===== config.mk =====
export PLATFORM = sky130hd
export DESIGN_NAME = ws2811_multi
export DESIGN_NICKNAME = d
export VERILOG_FILES = /design/src/rtl/ws2811_multi.sv
export SDC_FILE = /design/constraint.sdc
export NUM_CORES = 2
export LEC_CHECK = 0
export ABC_AREA = 1
export ABC_CLOCK_PERIOD_IN_PS = 8300
export CORE_ASPECT_RATIO = 0.5
export CORE_UTILIZATION = 45
export CTS_CLUSTER_DIAMETER = 100
export DETAILED_ROUTE_END_ITERATION = 10
export SLEW_MARGIN = 10
export SYNTH_ARGS = -nofsm -noshare
export SYNTH_HDL_FRONTEND = slang
export SYNTH_SLANG_ARGS = --single-unit

===== constraint.sdc =====
create_clock -name clk -period 8.3 [get_ports clk]
set_clock_uncertainty 0.15 [all_clocks]
set_input_delay 1.66 -clock clk [delete_from_list [all_inputs] [get_ports clk]]
set_output_delay 1.66 -clock clk [all_outputs]
set_load 0.005 [all_outputs]

===== src/rtl/ws2811_multi.sv =====
// Multi-string WS2811/WS2812 driver: CHANNELS strings of NUM_LEDS pixels sent in lock-step,
// with shared bit timing, a latch gap before every frame, and per-frame brightness and channel mask.
module ws2811_multi #(
  parameter int CHANNELS  = 4,
  parameter int NUM_LEDS  = 64,
  parameter int ADDR_W    = 8,
  parameter int T0H_CYC   = 20,
  parameter int T1H_CYC   = 40,
  parameter int BIT_CYC   = 63,
  parameter int LATCH_CYC = 2500,
  parameter int ORDER     = 0
) (
  input  logic                    clk,
  input  logic                    reset,
  input  logic                    enable,
  input  logic [7:0]              brightness,
  input  logic [CHANNELS-1:0]     ch_mask,
  input  logic [8*CHANNELS-1:0]   red_in,
  input  logic [8*CHANNELS-1:0]   green_in,
  input  logic [8*CHANNELS-1:0]   blue_in,
  output logic [ADDR_W-1:0]       address,
  output logic                    busy,
  output logic                    frame_done,
  output logic [CHANNELS-1:0]     DO
);

  localparam int CNT_MAX = (LATCH_CYC > BIT_CYC) ? LATCH_CYC : BIT_CYC;
  localparam int CNT_W   = $clog2(CNT_MAX + 1);

  localparam logic [CNT_W-1:0]  BIT_LAST   = CNT_W'(BIT_CYC - 1);
  localparam logic [CNT_W-1:0]  LATCH_LAST = CNT_W'(LATCH_CYC - 1);
  localparam logic [CNT_W-1:0]  T0H        = CNT_W'(T0H_CYC);
  localparam logic [CNT_W-1:0]  T1H        = CNT_W'(T1H_CYC);
  localparam logic [ADDR_W-1:0] PIX_LAST   = ADDR_W'(NUM_LEDS - 1);
  localparam logic [ADDR_W-1:0] FIRST_ADDR = ADDR_W'((NUM_LEDS > 1) ? 1 : 0);

  typedef enum logic [1:0] {
    IDLE,
    SEND,
    LATCH
  } state_t;

  state_t                state_reg;
  logic [CNT_W-1:0]      cyc_reg;
  logic [4:0]            bit_reg;
  logic [ADDR_W-1:0]     pix_reg;
  logic [ADDR_W-1:0]     address_reg;
  logic                  busy_reg;
  logic                  frame_done_reg;
  logic [7:0]            bright_reg;
  logic [CHANNELS-1:0]   mask_reg;

  logic                  bit_end;
  logic                  pix_end;
  logic                  frame_end;
  logic                  latch_end;
  logic                  start;
  logic                  load_en;
  logic                  shift_en;
  logic [7:0]            bright_sel;
  logic [ADDR_W-1:0]     pix_next;

  // (v * (b + 1)) >> 8 keeps 255 as identity and maps 0 to black.
  function automatic logic [7:0] scale(input logic [7:0] v, input logic [7:0] b);
    return 8'(({8'd0, v} * ({8'd0, b} + 16'd1)) >> 8);
  endfunction

  assign bit_end   = (state_reg == SEND) && (cyc_reg == BIT_LAST);
  assign pix_end   = bit_end && (bit_reg == 5'd0);
  assign frame_end = pix_end && (pix_reg == PIX_LAST);
  assign latch_end = (state_reg == LATCH) && (cyc_reg == LATCH_LAST);
  assign start     = latch_end && enable;
  assign load_en   = start || (pix_end && !frame_end);
  assign shift_en  = bit_end && !pix_end;
  assign pix_next  = pix_reg + ADDR_W'(1);

  // Pixel 0 is loaded while still in LATCH, before bright_reg has captured the new value.
  assign bright_sel = (state_reg == LATCH) ? brightness : bright_reg;

  always_ff @(posedge clk or posedge reset) begin
    if (reset) begin
      state_reg      <= IDLE;
      cyc_reg        <= '0;
      bit_reg        <= '0;
      pix_reg        <= '0;
      address_reg    <= '0;
      busy_reg       <= 1'b0;
      frame_done_reg <= 1'b0;
      bright_reg     <= '0;
      mask_reg       <= '0;
    end else begin
      frame_done_reg <= 1'b0;
      case (state_reg)
        IDLE: begin
          cyc_reg <= '0;
          if (enable) begin
            state_reg <= LATCH;
            busy_reg  <= 1'b1;
          end
        end
        LATCH: begin
          if (latch_end) begin
            cyc_reg <= '0;
            if (enable) begin
              state_reg   <= SEND;
              bit_reg     <= 5'd23;
              pix_reg     <= '0;
              bright_reg  <= brightness;
              mask_reg    <= ch_mask;
              address_reg <= FIRST_ADDR;
            end else begin
              state_reg <= IDLE;
              busy_reg  <= 1'b0;
            end
          end else begin
            cyc_reg <= cyc_reg + CNT_W'(1);
          end
        end
        SEND: begin
          if (bit_end) begin
            cyc_reg <= '0;
            if (frame_end) begin
              state_reg      <= LATCH;
              frame_done_reg <= 1'b1;
              address_reg    <= '0;
            end else if (pix_end) begin
              bit_reg     <= 5'd23;
              pix_reg     <= pix_next;
              address_reg <= (pix_next == PIX_LAST) ? PIX_LAST : pix_next + ADDR_W'(1);
            end else begin
              bit_reg <= bit_reg - 5'd1;
            end
          end else begin
            cyc_reg <= cyc_reg + CNT_W'(1);
          end
        end
        default: begin
          state_reg <= IDLE;
          busy_reg  <= 1'b0;
        end
      endcase
    end
  end

  assign address    = address_reg;
  assign busy       = busy_reg;
  assign frame_done = frame_done_reg;

  genvar gi;
  generate
    for (gi = 0; gi < CHANNELS; gi++) begin : g_ch
      logic [7:0]  r_s;
      logic [7:0]  g_s;
      logic [7:0]  b_s;
      logic [23:0] word_next;
      logic [23:0] sr_reg;
      logic        do_reg;

      assign r_s       = scale(red_in[8*gi +: 8], bright_sel);
      assign g_s       = scale(green_in[8*gi +: 8], bright_sel);
      assign b_s       = scale(blue_in[8*gi +: 8], bright_sel);
      assign word_next = (ORDER == 0) ? {g_s, r_s, b_s} : {r_s, g_s, b_s};

      // Current bit is always sr_reg[23]; the pin follows the shared counter one cycle later.
      always_ff @(posedge clk or posedge reset) begin
        if (reset) begin
          sr_reg <= '0;
          do_reg <= 1'b0;
        end else begin
          if (load_en) begin
            sr_reg <= word_next;
          end else if (shift_en) begin
            sr_reg <= {sr_reg[22:0], 1'b0};
          end
          do_reg <= (state_reg == SEND) && mask_reg[gi] &&
                    (cyc_reg < (sr_reg[23] ? T1H : T0H));
        end
      end

      assign DO[gi] = do_reg;
    end
  endgenerate

endmodule


## Yosys cells after proc, flatten, opt, wreduce, memory -nomap -nowiden

Cells that the tools add are included.
Widths: inputs -> output; s select.

| cells by class | value |
|---|---|
| add/sub/neg operators | 5 |
| multipliers | 12 |
| order comparisons | 4 |
| equal/unequal tests | 15 |
| mux-type cells | 48 |
| bitwise logic cells | 1 |
| reduce and logical (&&, ||, !) cells | 29 |

Operators by type and width:

| operator | count |
|---|---|
| $mux 24 | 8 |
| $mul 8x16->16 | 11 |
| $mux 8 | 12 |
| $lt 12x6->1 | 4 |
| $pmux 12 s3 | 1 |
| $pmux 8 s2 | 2 |
| $mux 5 | 5 |
| $mux 12 | 2 |
| $mux 6 | 4 |
| $add 8x1->8 const B | 2 |
| $eq 8x6->1 const B | 2 |
| $mul 8x9->16 | 1 |
| $ne 2x2->1 const B | 8 |
| $logic_and 1x1->1 | 15 |
| $add 12x1->12 const B | 1 |
| $eq 12x12->1 const B | 1 |
| $eq 12x6->1 const B | 1 |
| $pmux 5 s2 | 1 |
| $reduce_and 5->1 | 2 |
| $add 8x1->9 const B | 1 |
| $mux 2 | 4 |
| $reduce_and 4->1 | 2 |
| $mux 1 | 7 |
| $pmux 2 s3 | 1 |
| 14 further kinds | 16 |

| storage, ports and cells | value |
|---|---|
| flip-flop bits (word level) | 149 |
| input port bits | 111 |
| output and inout bits | 14 |
| logic and storage cells | 131 |

## Depth between registers and ports, before layout

| logic depth | value |
|---|---|
| depth in word-level cells | 8 |
| depth in mapped cells | 36 |
| mapped depth without buffers | 33 |

## Worst setup path after synthesis

No wires, ideal clock.

| timing | value |
|---|---|
| kind | in2reg |
| start point | in brightness[0] |
| end point | reg g_ch[3].sr_reg[4] |
| library setup time | 0.117 ns |
| arrival | 6.836 ns |
| required time | 8.033 ns |
| slack | 1.196 ns |
| stages | 27 |
| buffers on the path | 3 |
| path through | nand2_1 > nand2_1 > clkbuf_1 > buf_1 > ha_1 > nand3_1 > nor2_2 > inv_1 > nand2_1 > nand2_2 > inv_1 > buf_2 > nand2_1 > fa_1 > fa_1 > inv_1 > fa_1 > inv_1 > fa_1 > inv_1 > ha_1 > a21oi_1 > o21ai_0 > a211oi_1 > nand3_1 > nand3_1 > nand2_1 |

| between the ends | value |
|---|---|
| cells in the longest elaborated chain, start to end | 4 |

RTL lines:

| what | line | RTL |
|---|---|---|
| start, declared | 16 | `input logic [7:0] brightness,` |
| $mux 8 | 78 | `assign bright_sel = (state_reg == LATCH) ? brightness : bright_reg;` |
| $add 8x1->9 | 65 | `return 8'(({8'd0, v} * ({8'd0, b} + 16'd1)) >> 8);` |
| $mul 8x9->16 | 65 |  |
| $mux 24 | 170 | `if (load_en) begin` |
| end signal, assigned | 171 | `sr_reg <= word_next;` |
| end signal, assigned | 173 | `sr_reg <= {sr_reg[22:0], 1'b0};` |
| end, declared | 156 | `logic [23:0] sr_reg;` |

No other way between the ends.
A chain may end at the register's enable or synchronous reset.

## Final worst setup path

| timing | value |
|---|---|
| start point | in brightness[1] |
| end point | reg g_ch[0].sr_reg[6] |

| between the ends | value |
|---|---|
| cells in the longest elaborated chain, start to end | 4 |

RTL lines:

| what | line |
|---|---|
| $mux 8 | 78 |
| $add 8x1->9 | 65 |
| $mul 8x16->16 | 65 |
| $mux 24 | 170 |
| end signal, assigned | 171 |
| end signal, assigned | 173 |
| end, declared | 156 |

No other way between the ends.

==> flow_summary_export.csv <==
group,metric,value,unit
clock_tree,post_cts_buffers,0,
yosys,yosysUniqueCellTypes,43,
routing,vias,30788,
floorplanning,core_region_area,0.0755,mm^2
clock_tree,postCtsHoldBufs,0,
global_routing,grt_antenna_before_repair,0,
yosys,yosys.area_share.adder,42.6,%
hold_path,hold_class,"reg -> reg",
sta,hold_viol_final,0,
sta,period_minus_slack,7.29,ns
global_routing,grtUsageTotal,26.0,%
cells_and_area,largest_reg_flops,96,
placement,portBuffers,124,
routing,routed_wl,98.7,mm
clock_tree,htreeDepth,4,
clock_tree,cts-root-buf,"clkbuf_16",
worst_setup_path,crit_required,8.50,ns
yosys,synthTopCellsByCount,"1034 x inv_1, 1030 x nand2_1, 716 x nor2_1",
placement,place_inst,5895,
routing,firstDrtPassIters,7,
routing,drtAntennaViolNets,0,
yosys,ys_seq_area_share,10.8,%
routing,viasPerCell,5.19,
sta,rsz0062_at_grt,"false",
cells_and_area,nets,5890,
yosys,synthSimpleGateAreaFrac,26.7,%
floorplanning,ios,125,
clock_tree,clk_transition_reported_paths,0.07,ns
worst_setup_path,ff2ff_path_depth,27,
yosys,yosys.area.top_type,"fa_1",
cells_and_area,final_area,0.0377,mm^2
worst_setup_path,crit_type,"in -> reg",
worst_setup_path,critPathLaunchType,"input port",
routing,drc,0,
placement,place.gp.congestion,0.934,
global_routing,grt_pass1_vias,31066,
sta,period_share,87.8,%
sta,slew_viol_final,0,
clock_tree,insertion_delay,0.48,ns
global_routing,grt_overflow,0,
status,status,"finished clean",
clock_tree,clockBufferDepth,2,
cells_and_area,finalNonFillerCells,5927,
yosys,synth_area_leaders,"fa_1 28%, ha_1 15%, inv_1 11%, nand2_1 11%, dfrtp_1 11%",
sta,slew_headroom,25.4,%
worst_setup_path,crit_path_frequent_cell,"inv_1",
floorplanning,die_width,394,um
flow_run,cap_violations,0,
routing,drt-initial-drc-count,1975,
global_routing,grt_pass1_wl,162,mm
yosys,yosysMostFrequentCell,"inv_1",
yosys,synth_top_family_by_area,"adder cells",
clock_tree,tritoncts,"built",
yosys,synth_seq_cells,149,
cells_and_area,syn_to_final_growth,9.06,%
worst_setup_path,worst_ep_arrival_time,7.49,ns
yosys,synth_area,0.0345,mm^2
placement,hpwl,78.3,mm
sta,worstMarginPinSlew,1.12,ns
yosys,synthCells,4828,
cells_and_area,drive_gt1_share,2.98,%
routing,wl_per_cell,16.7,um
placement,placed_cell_area,0.0370,mm^2
yosys,ys.flop_type,"dfrtp_1",
sta,totalNegativeSetupSlack,0,ns
clock_tree,cts_resized,0,
yosys,netlist.area_leader.share,27.8,%
worst_setup_path,crit_slowest_cell,"fa_1",
floorplanning,start_util,45.7,%
yosys,syn-mean-instance-area,7.15,um^2
worst_setup_path,critPathMaxFanout,14,
worst_setup_path,end_kind,"flip-flop",
worst_setup_path,critPathMaxStageDelay,0.56,ns
floorplanning,die_y,198,um
sta,setup_viol,0,
yosys,ys_warn_count,0,
yosys,synth_edf_count,0,
floorplanning,std_cell_rows,71,
yosys,synth_mux_area_share,0.188,%
sta,max_clock_freq,137,MHz
clock_tree,cts-buffers-inserted,17,
global_routing,grt_max_degree,88,
yosys,synth.net_count,5826,
yosys,synthXorXnorAreaFrac,1.78,%
clock_tree,cts_num_sinks,149,
cells_and_area,diodes,0,
floorplanning,dieArea,0.0779,mm^2
yosys,synthArstFlopShare,100,%
yosys,synth-compound-area-share,4.78,%
hold_path,hold_depth,2,
==> cell usage in the layout, fill, tap and decap left out, drive strengths merged <==
cell type      instances
and3                   6
a21oi                119
a211oi                17
ha                   407
buf                   56
nand4                 32
fa                   480
o211ai                 2
o22ai                  1
nand2               1036
inv                 1049
a31oi                  1
xnor2                 32
o21ai                131
nor3b                  5
nand3b                14
nand3                336
or2                   15
a21boi                 7
mux2i                  2
clkinv                 7
xor2                  38
o21a                  12
nor4                  19
dfrtp                149
clkdlybuf4s50        124
nor2                 722
mux2                   4
bufinv                 2
nor3                  50
clkbuf                17
o21bai                13
==> per-layer routing <==
metal,global-route usage (%),wire length [um],up-vias,part of all wire [%]
met5,0,0,-,0
met4,5.20,1700,0,1.7
met3,3.42,5250,110,5.3
met2,43.5,45600,781,46
li1,-,-,14763,-
met1,36.1,46200,15134,47
==> worst max-delay path, delay by kind of cell <==
| family | cells | cell delay [ns] |
|---|---|---|
| buffers and inverters | 9 | 1.46 |
| and+or+nand+nor | 9 | 1.05 |
| AOI/OAI and AO/OA | 4 | 0.86 |
| adders and majority gates | 6 | 2.44 |
==> through the flow <==
stage	setup slack [ns]	util, %	hold WS, ns
after floorplan	1.20	-	0.292
after global placement	0.636	49.0	0.309
after detailed placement	0.601	49.0	0.315
after CTS	1.06	49.9	0.334
after global routing	0.640	49.9	0.354
final	1.01	49.9	0.328
==> logic make-up after synthesis <==
family | count (synthesis)
buffers and inverters | 1178
adder cells (fa/ha/maj) | 887
XOR/XNOR | 70
AO/OA/AOI/OAI | 303
flip-flops | 149
AND/OR/NAND/NOR | 2235
multiplexers | 6
==> path summary, 6_finish.rpt <==
kind                                          start                       endpoint  slack, ns
min reg2reg                  address[3]$_DFFE_PP0P_         address[3]$_DFFE_PP0P_       0.33
max                                   brightness[1]  g_ch[0].sr_reg[6]$_DFFE_PP0P_       1.01
max in group asynchronous                     reset  g_ch[0].sr_reg[6]$_DFFE_PP0P_       4.96
min in group asynchronous                     reset         address[2]$_DFFE_PP0P_       1.57
max reg2reg                state_reg[0]$_DFFE_PP0P_  g_ch[0].sr_reg[6]$_DFFE_PP0P_       1.58
min                          address[3]$_DFFE_PP0P_         address[3]$_DFFE_PP0P_       0.33
==> final cells by class <==
class                   instances  area (um^2)
clock buffers                  17          425
fillers                      7624        37800
inverters                    1043         3920
well taps                    1022         1280
clock inverters                15          206
repair buffers                180         1790
multi-input cells            3501        26300
flip-flops and latches        149         3730
Power is not shown: default switching activity piles up to over one toggle a cycle in this logic, so the estimate is an artifact.
